--- src/rtl/mem_sram_pkg.sv ---
// Shared types and constants for the memory-stage SRAM controller.
// State enum, default data base address, half-select constants.
package mem_sram_pkg;

  typedef enum logic [1:0] {
    IDLE,
    ACC_LO,
    ACC_HI,
    DONE
  } state_t;

  localparam int unsigned DATA_BASE_DEF = 1024;

  localparam logic LO = 1'b0;
  localparam logic HI = 1'b1;

endpackage

--- src/rtl/sram_wait_counter.sv ---
// Loadable down-counter timing each SRAM half access.
// Ports: clk, rst (sync active-low), i_load, o_last (count is zero).
module sram_wait_counter #(
  parameter int unsigned WAIT_CYCLES = 2
) (
  input  logic clk,
  input  logic rst,
  input  logic i_load,
  output logic o_last
);

  localparam int unsigned CW =
    (WAIT_CYCLES > 1) ? $clog2(WAIT_CYCLES) : 1;
  localparam logic [CW-1:0] LOAD_V = CW'(WAIT_CYCLES - 1);

  logic [CW-1:0] r_cnt;

  always_ff @(posedge clk) begin
    if (!rst) begin
      r_cnt <= '0;
    end else if (i_load) begin
      r_cnt <= LOAD_V;
    end else if (r_cnt != '0) begin
      r_cnt <= r_cnt - 1'b1;
    end
  end

  assign o_last = (r_cnt == '0);

endmodule

--- src/rtl/mem_sram_ctrl.sv ---
// Memory-stage controller: 32-bit load/store as two 16-bit async SRAM
// accesses, freezing the pipeline via ready until done.
// Ports: clk, rst (sync active-low), rd_en, wr_en, address, write_data,
//   read_data, ready, sram_addr, sram_dq_out, sram_dq_oe, sram_dq_in,
//   sram_we_n; align_err only with MEM_SRAM_ALIGN_CHECK_EN defined.
module mem_sram_ctrl
  import mem_sram_pkg::*;
#(
  parameter int unsigned SRAM_ADDR_W = 18,
  parameter int unsigned WAIT_CYCLES = 2,
  parameter int unsigned DATA_BASE   = DATA_BASE_DEF
) (
  input  logic                   clk,
  input  logic                   rst,
  input  logic                   rd_en,
  input  logic                   wr_en,
  input  logic [31:0]            address,
  input  logic [31:0]            write_data,
  output logic [31:0]            read_data,
  output logic                   ready,
  output logic [SRAM_ADDR_W-1:0] sram_addr,
  output logic [15:0]            sram_dq_out,
  output logic                   sram_dq_oe,
  input  logic [15:0]            sram_dq_in,
`ifdef MEM_SRAM_ALIGN_CHECK_EN
  output logic                   align_err,
`endif
  output logic                   sram_we_n
);

  localparam logic [31:0] BASE = 32'(DATA_BASE);

  state_t r_state;
  state_t w_next;

  logic                   r_wr;
  logic [SRAM_ADDR_W-2:0] r_word;
  logic [31:0]            r_wdata;

  logic                   w_req;
  logic                   w_load;
  logic                   w_last;
  logic [31:0]            w_off;
  logic [SRAM_ADDR_W-2:0] w_word;
  logic                   w_unused;

  assign w_req    = rd_en | wr_en;
  assign w_off    = address - BASE;
  assign w_word   = w_off[SRAM_ADDR_W:2];
  assign w_unused = ^{w_off[31:SRAM_ADDR_W+1], w_off[1:0]};

  assign ready = ~w_req | (r_state == DONE);

  sram_wait_counter #(
    .WAIT_CYCLES(WAIT_CYCLES)
  ) u_wait (
    .clk   (clk),
    .rst   (rst),
    .i_load(w_load),
    .o_last(w_last)
  );

  always_ff @(posedge clk) begin
    if (!rst) r_state <= IDLE;
    else      r_state <= w_next;
  end

  always_comb begin
    w_next = r_state;
    w_load = 1'b0;
    unique case (r_state)
      IDLE: begin
        if (w_req) begin
          w_next = ACC_LO;
          w_load = 1'b1;
        end
      end
      ACC_LO: begin
        if (w_last) begin
          w_next = ACC_HI;
          w_load = 1'b1;
        end
      end
      ACC_HI: begin
        if (w_last) w_next = DONE;
      end
      DONE:    w_next = IDLE;
      default: w_next = IDLE;
    endcase
  end

  // Pins are registered and set up on the edge that enters each phase.
  always_ff @(posedge clk) begin
    if (!rst) begin
      r_wr        <= 1'b0;
      r_word      <= '0;
      r_wdata     <= '0;
      read_data   <= '0;
      sram_addr   <= '0;
      sram_dq_out <= '0;
      sram_dq_oe  <= 1'b0;
      sram_we_n   <= 1'b1;
    end else begin
      unique case (r_state)
        IDLE: begin
          if (w_req) begin
            r_wr        <= wr_en;
            r_word      <= w_word;
            r_wdata     <= write_data;
            sram_addr   <= {w_word, LO};
            sram_dq_out <= write_data[15:0];
            sram_dq_oe  <= wr_en;
            sram_we_n   <= ~wr_en;
          end
        end
        ACC_LO: begin
          if (w_last) begin
            if (!r_wr) read_data[15:0] <= sram_dq_in;
            sram_addr   <= {r_word, HI};
            sram_dq_out <= r_wdata[31:16];
            // Strobe gap at the half boundary unless there is no room.
            sram_we_n   <= (WAIT_CYCLES > 1) ? 1'b1 : ~r_wr;
          end
        end
        ACC_HI: begin
          if (w_last) begin
            if (!r_wr) read_data[31:16] <= sram_dq_in;
            sram_dq_oe <= 1'b0;
            sram_we_n  <= 1'b1;
          end else begin
            sram_we_n  <= ~r_wr;
          end
        end
        DONE: begin
        end
        default: begin
        end
      endcase
    end
  end

`ifdef MEM_SRAM_ALIGN_CHECK_EN
  logic r_align;

  always_ff @(posedge clk) begin
    if (!rst) begin
      r_align <= 1'b0;
    end else if (r_state == IDLE && w_req &&
                 (address[1:0] != 2'b00 || address < BASE)) begin
      r_align <= 1'b1;
    end
  end

  assign align_err = r_align;
`endif

endmodule

--- config.mk ---
export PLATFORM = sky130hd
export DESIGN_NAME = mem_sram_ctrl
export DESIGN_NICKNAME = d
export VERILOG_FILES = /design/src/rtl/mem_sram_pkg.sv /design/src/rtl/sram_wait_counter.sv /design/src/rtl/mem_sram_ctrl.sv
export SDC_FILE = /design/constraint.sdc
export NUM_CORES = 1
export LEC_CHECK = 0
export ABC_AREA = 1
export BUFFER_PORTS_ARGS = -buffer_cell sky130_fd_sc_hd__buf_4
export CAP_MARGIN = 20
export CORE_UTILIZATION = 30
export DETAILED_ROUTE_END_ITERATION = 7
export GPL_TIMING_DRIVEN = 0
export PLACE_DENSITY = 0.58
export SETUP_SLACK_MARGIN = 0.15
export SYNTH_ARGS = -nofsm -noshare
export SYNTH_HDL_FRONTEND = slang
export SYNTH_SLANG_ARGS = --single-unit
--- constraint.sdc ---
create_clock -name clk -period 2.2 [get_ports clk]
set_clock_uncertainty 0.2 [all_clocks]
set_input_delay 0.11 -clock clk [delete_from_list [all_inputs] [get_ports clk]]
set_output_delay 0.11 -clock clk [all_outputs]
set_load 0.01 [all_outputs]
# Word level (Yosys, flattened, before mapping)
# Cells that the tools add are included.
# totals
reg_bits,121
out_inout_bits,69
wordCells,58
# classes
n_eq_ne,6
n_reduce_logical,11
add_sub_neg,2
bitwise,6
n_mux,22
# op_table
cell,n
2-to-1 mux 18 bit,2
case mux 18 bit (2 select lines),1
2-to-1 mux 16 bit,2
case mux 16 bit (2 select lines),1
subtractor 19 x 11 -> 19 bit (second input constant),1
AND reduction 3 bit,6
2-to-1 mux 1 bit,9
case mux 2 bit (4 select lines),1
2-to-1 mux 2 bit,3
inequality test 2 bit (second input constant),3
== test 2 bit (second input constant),2
inverter 1 bit,4
case mux 1 bit (2 select lines),2
nonzero test 2 bit,2
case mux 1 bit (3 select lines),1
nonzero test 3 bit,1
== test 2 x 1 -> 1 bit (second input constant),1
logical NOT 2 bit,1
bitwise OR 1 bit,2
AND reduction 2 bit,1
subtractor 1 bit (second input constant),1

# Longest topological paths before layout
# logic_depth
depth_word,4
mapped_depth,11

# Cells and area by module
# Synthesis repeated with hierarchy kept, for this count alone.
# hier_totals
cells_unflattened,625
area_unflattened_um2,4439.3
# by_module_without_submodules
mod,area_each_um2,n_inst,seq_area_each_um2,cells_each
mem_sram_ctrl,4408.0,1,2082.0,621
sram_wait_counter,31.3,1,20.0,4

# Worst setup path after synthesis
# OpenSTA, ideal clock, no wires.
# synth_timing
path_type,register -> register
from,reg r_state[1]
to,reg sram_addr[12]
path_slack_ns,0.571
required_time_ns,1.884
n_path_buf,2
setup_time_ns,0.116
t_arrival_ns,1.313
stages_incl_launch_ff,11
cell_sequence,dfxtp_1 > inv_1 > ha_1 > buf_4 > inv_2 > nand2_1 > nand2_4 > buf_6 > nand2_1 > nand2_1 > a21oi_2
# synth_between
elab_chain_cells,3
# synth_rtl
element,line,rtl
start: declaration,mem_sram_ctrl.sv:33,state_t r_state;
start signal: assignment,mem_sram_ctrl.sv:65,else r_state <= w_next;
== test 2 x 1 -> 1 bit / logical NOT 2 bit (equally long branches),mem_sram_ctrl.sv:104,unique case (r_state)
inequality test 2 bit (no source line) / nonzero test 2 bit (equally long branches),--,
AND reduction 3 bit (no source line),--,
end signal: assignment,mem_sram_ctrl.sv:110,"sram_addr <= {w_word, LO};"
end signal: assignment,mem_sram_ctrl.sv:119,"sram_addr <= {r_word, HI};"
end: declaration,mem_sram_ctrl.sv:21,"output logic [SRAM_ADDR_W-1:0] sram_addr,"
# Several ways; a longest one is shown, not always the timed one.
# A chain may end at the register's enable or synchronous reset.

# Worst setup path after layout
# layout_timing
from,reg r_state[1]
to,reg sram_addr[16]
# Same word-level chain as after synthesis.

==> flow_metrics.py <==
metrics = {
    "synth": {
        "synth_xor_area_share_pct": 0.583,
        "postSynthCellCount": 642,
        "yosys-mux-area-fraction_pct": 0,
        "post_synth_fa_ha_maj_area_fraction_pct": 1.66,
        "avgSynthCellArea_sq_um": 7.02,
        "synth_simple_gate_area_share_pct": 27.2,
        "synth_top_family_by_area": "simple AND/OR/NAND/NOR gates",
        "synthesized_area_fraction_occupied_by_ao_oa_aoi_and_oai_cells_pct": 14.9,
        "yosys_register_bits": 105,
        "synthesis.yosys.warnings": 0,
        "post_synthesis_instance_area_sq_mm": 0.00451,
        "synth_sequential_area_ratio_pct": 46.6,
        "synth_cell_types": 23,
        "syn-num-nets": 732,
    },
    "setup_path": {
        "worstPathArrival_ps": 1960,
        "cp_data_required_time_ps": 2280,
        "worstSetupEndpointType": "flop",
        "startpoint_type": "flop",
        "worst-setup-path-type": "flop to flop",
        "maximum_net_fanout_on_the_critical_path": 10,
    },
    "clocking": {
        "cts_max_path_buffers": 2,
        "cts.sinks": 105,
        "cts_tree": "built",
        "clk_latency_ps": 360,
        "clockRootBuffer": "sky130_fd_sc_hd__clkbuf_16",
        "numCtsBuffers": 9,
        "post_cts.repair.setup_buffers": 0,
        "clock_transition_at_path_regs_ps": 80,
        "clock_tree.htree_level_count": 3,
    },
    "floorplanning": {
        "start_util_pct": 30.9,
        "io_pins": 153,
        "die_outline_area_sq_mm": 0.0155,
        "core-area_sq_mm": 0.0146,
        "dieWidth_um": 125,
        "fp-row-count": 44,
        "floorplan.die.height_um": 125,
    },
    "finish": {
        "fin_area_sq_mm": 0.00676,
        "syn2layout_area_growth_pct": 50.0,
        "layout-drive-gt1-share_pct": 22.4,
        "post-route-util_pct": 46.4,
        "antenna_cells": 0,
        "stdcell_count": 1047,
        "fin_nets": 948,
        "num-fill-cells": 1520,
    },
    "place": {
        "dp.cells": 963,
        "dp_hpwl_mm": 9.74,
        "postPlaceCellArea_sq_mm": 0.00577,
        "place_ws_ps": 277,
        "buffers_on_ports": 137,
        "gp_congestion": 0.773,
    },
    "timing": {
        "final_max_slew_viol_count": 0,
        "fin_crit_ps": 1880,
        "max_slew_margin_pct": 65.1,
        "final_hold_viol_count": 0,
        "finalSetupTns_ps": 0,
        "setup_viol_count_final": 0,
        "actual_transition_at_the_worst_max_transition_pin_ps": 523,
        "final.period_utilization_pct": 85.4,
        "fmaxAchievable_mhz": 532,
        "setup_slack_ps": 321,
        "unrepaired_setup_endpoints_after_global_routing": "true",
    },
    "detailed_routing": {
        "routed_via_density": 4.36,
        "antenna_violating_nets_post_route": 0,
        "drt-initial-drc-count": 194,
        "firstDrtPassIters": 4,
        "routed_wirelength_mm": 13.7,
        "route.vias.total": 4568,
        "average_wire_length_per_cell_after_detail_routing_um": 13.1,
        "detail_route.drc_violations": 0,
    },
    "global_routing": {
        "grt_overflow": 0,
        "grt_start_max_net_pins": 20,
        "antenna_violations_before_repair": 0,
        "first_global_vias": 4197,
        "grt_first_pass_wirelength_mm": 21.7,
        "global_routing_usage_summed_across_all_routing_layers_pct": 18.0,
    },
    "worst_hold_path": {
        "hold_class": "flop to flop",
    },
    "power": {
        "vdd.ir_drop.worst_v": 0.000539,
        "p_leak_nw": 3.29,
        "power.density_mw_per_mm2": 1230,
    },
    "run": {
        "number_of_max_cap_violations": 0,
    },
    "outcome": {
        "outcome": "completed",
    },
}
==> path summary, 6_finish.rpt <==
kind | start | endpoint | slack [ps] | depth (start not counted)
min | r_word[10] | r_word[10] | 260 | 2
max | r_state[1] | sram_addr[16] | 320 | 9
min reg2reg | r_word[10] | r_word[10] | 260 | 2
max reg2reg | r_state[1] | sram_addr[16] | 320 | 9
==> sequential cells by signal, indices dropped and copies added (netlist names) <==
register / flops
read_data: 32
sram_addr: 18
r_word: 17
r_wdata: 16
sram_dq_out: 16
r_state: 2
r_wr: 1
sram_dq_oe: 1
sram_we_n: 1
u_wait.r_cnt: 1
==> synth_stat cells <==
library cell / number / area [sq um]
sky130_fd_sc_hd__inv_2: 5 / 18.8
sky130_fd_sc_hd__buf_6: 8 / 90.1
sky130_fd_sc_hd__nand3_1: 10 / 50.1
sky130_fd_sc_hd__nand2_2: 1 / 6.26
sky130_fd_sc_hd__nor3_1: 1 / 5.00
sky130_fd_sc_hd__a21oi_1: 21 / 105
sky130_fd_sc_hd__inv_1: 45 / 169
sky130_fd_sc_hd__nand2_1: 110 / 413
sky130_fd_sc_hd__xnor2_1: 1 / 8.76
sky130_fd_sc_hd__ha_1: 6 / 75.1
sky130_fd_sc_hd__a21oi_4: 1 / 16.3
sky130_fd_sc_hd__clkbuf_2: 1 / 5.00
sky130_fd_sc_hd__dfxtp_1: 105 / 2100
sky130_fd_sc_hd__o21ai_1: 10 / 50.1
sky130_fd_sc_hd__nor2_1: 185 / 694
sky130_fd_sc_hd__o21ai_0: 98 / 490
sky130_fd_sc_hd__clkbuf_1: 10 / 37.5
sky130_fd_sc_hd__buf_4: 4 / 30.0
sky130_fd_sc_hd__nor2_4: 2 / 22.5
sky130_fd_sc_hd__buf_2: 12 / 60.1
sky130_fd_sc_hd__a21oi_2: 1 / 8.76
sky130_fd_sc_hd__nand2_4: 3 / 33.8
sky130_fd_sc_hd__xor2_1: 2 / 17.5
==> where the power goes <==
part	internal [mW]	leakage [nW]	switching [mW]	total [mW]
clock network	0.908	0.153	0.793	1.70
registers	2.59	0.868	0.357	2.95
logic	1.60	2.27	2.09	3.68
==> repair_timing <==
action,CTS,global route
hold endpoints to repair,97,0
hold buffers,68,0
resized for setup,0,5
setup endpoints to repair,0,9
==> metal layers <==
| metal | part of all wire (%) | GRT usage (%) |
|---|---|---|
| met4 | 2.9 | 8.22 |
| met5 | 0 | 0 |
| met2 | 46 | 28.9 |
| met1 | 46 | 22.9 |
| met3 | 4.6 | 3.82 |
==> critical path, stage by stage, from the launching register on <==
cell and delay, ps:
sky130_fd_sc_hd__dfxtp_1 380, sky130_fd_sc_hd__inv_1 100, sky130_fd_sc_hd__ha_1 180, sky130_fd_sc_hd__buf_4 170, sky130_fd_sc_hd__inv_2 170, sky130_fd_sc_hd__nand2_1 120
sky130_fd_sc_hd__nand2_4 120, sky130_fd_sc_hd__buf_6 150, sky130_fd_sc_hd__nor2_1 50, sky130_fd_sc_hd__a21oi_1 150
==> layout by cell type, fill, tap and decap left out, types with 10 or more instances in the layout <==
cell	n
sky130_fd_sc_hd__nor2_1	185
sky130_fd_sc_hd__buf_4	141
sky130_fd_sc_hd__nand2_1	110
sky130_fd_sc_hd__dfxtp_1	105
sky130_fd_sc_hd__o21ai_0	98
sky130_fd_sc_hd__dlygate4sd3_1	68
sky130_fd_sc_hd__inv_1	45
sky130_fd_sc_hd__a21oi_1	21
sky130_fd_sc_hd__buf_2	11
sky130_fd_sc_hd__nand3_1	10
sky130_fd_sc_hd__o21ai_1	10
==> cells by family after synthesis <==
logic type | Yosys count
buf+inv | 85
fa+ha+maj | 6
simple gates | 312
compound gates | 131
xor+xnor | 3
flops | 105
==> through the flow <==
step                hold slack (ps)  total power [mW]
finish                          259              8.34
global route                    301              8.98
CTS                             255              8.40
detailed placement              122              6.59
global placement                121              6.57
floorplan                    -0.373              5.18
==> layout make-up <==
| cell class | instances | area [sq um] | share of cell area (%) |
|---|---|---|---|
| Sequential cell | 105 | 2100 | 31.1 |
| Multi-Input combinational cell | 452 | 2000 | 29.5 |
| Timing Repair Buffer | 205 | 1710 | 25.3 |
| Tap cell | 184 | 230 | 3.40 |
| Buffer | 35 | 228 | 3.37 |
| Clock buffer | 9 | 225 | 3.33 |
| Inverter | 50 | 188 | 2.77 |
| Clock inverter | 7 | 85.1 | 1.26 |
(Power assumes the default switching activity.)
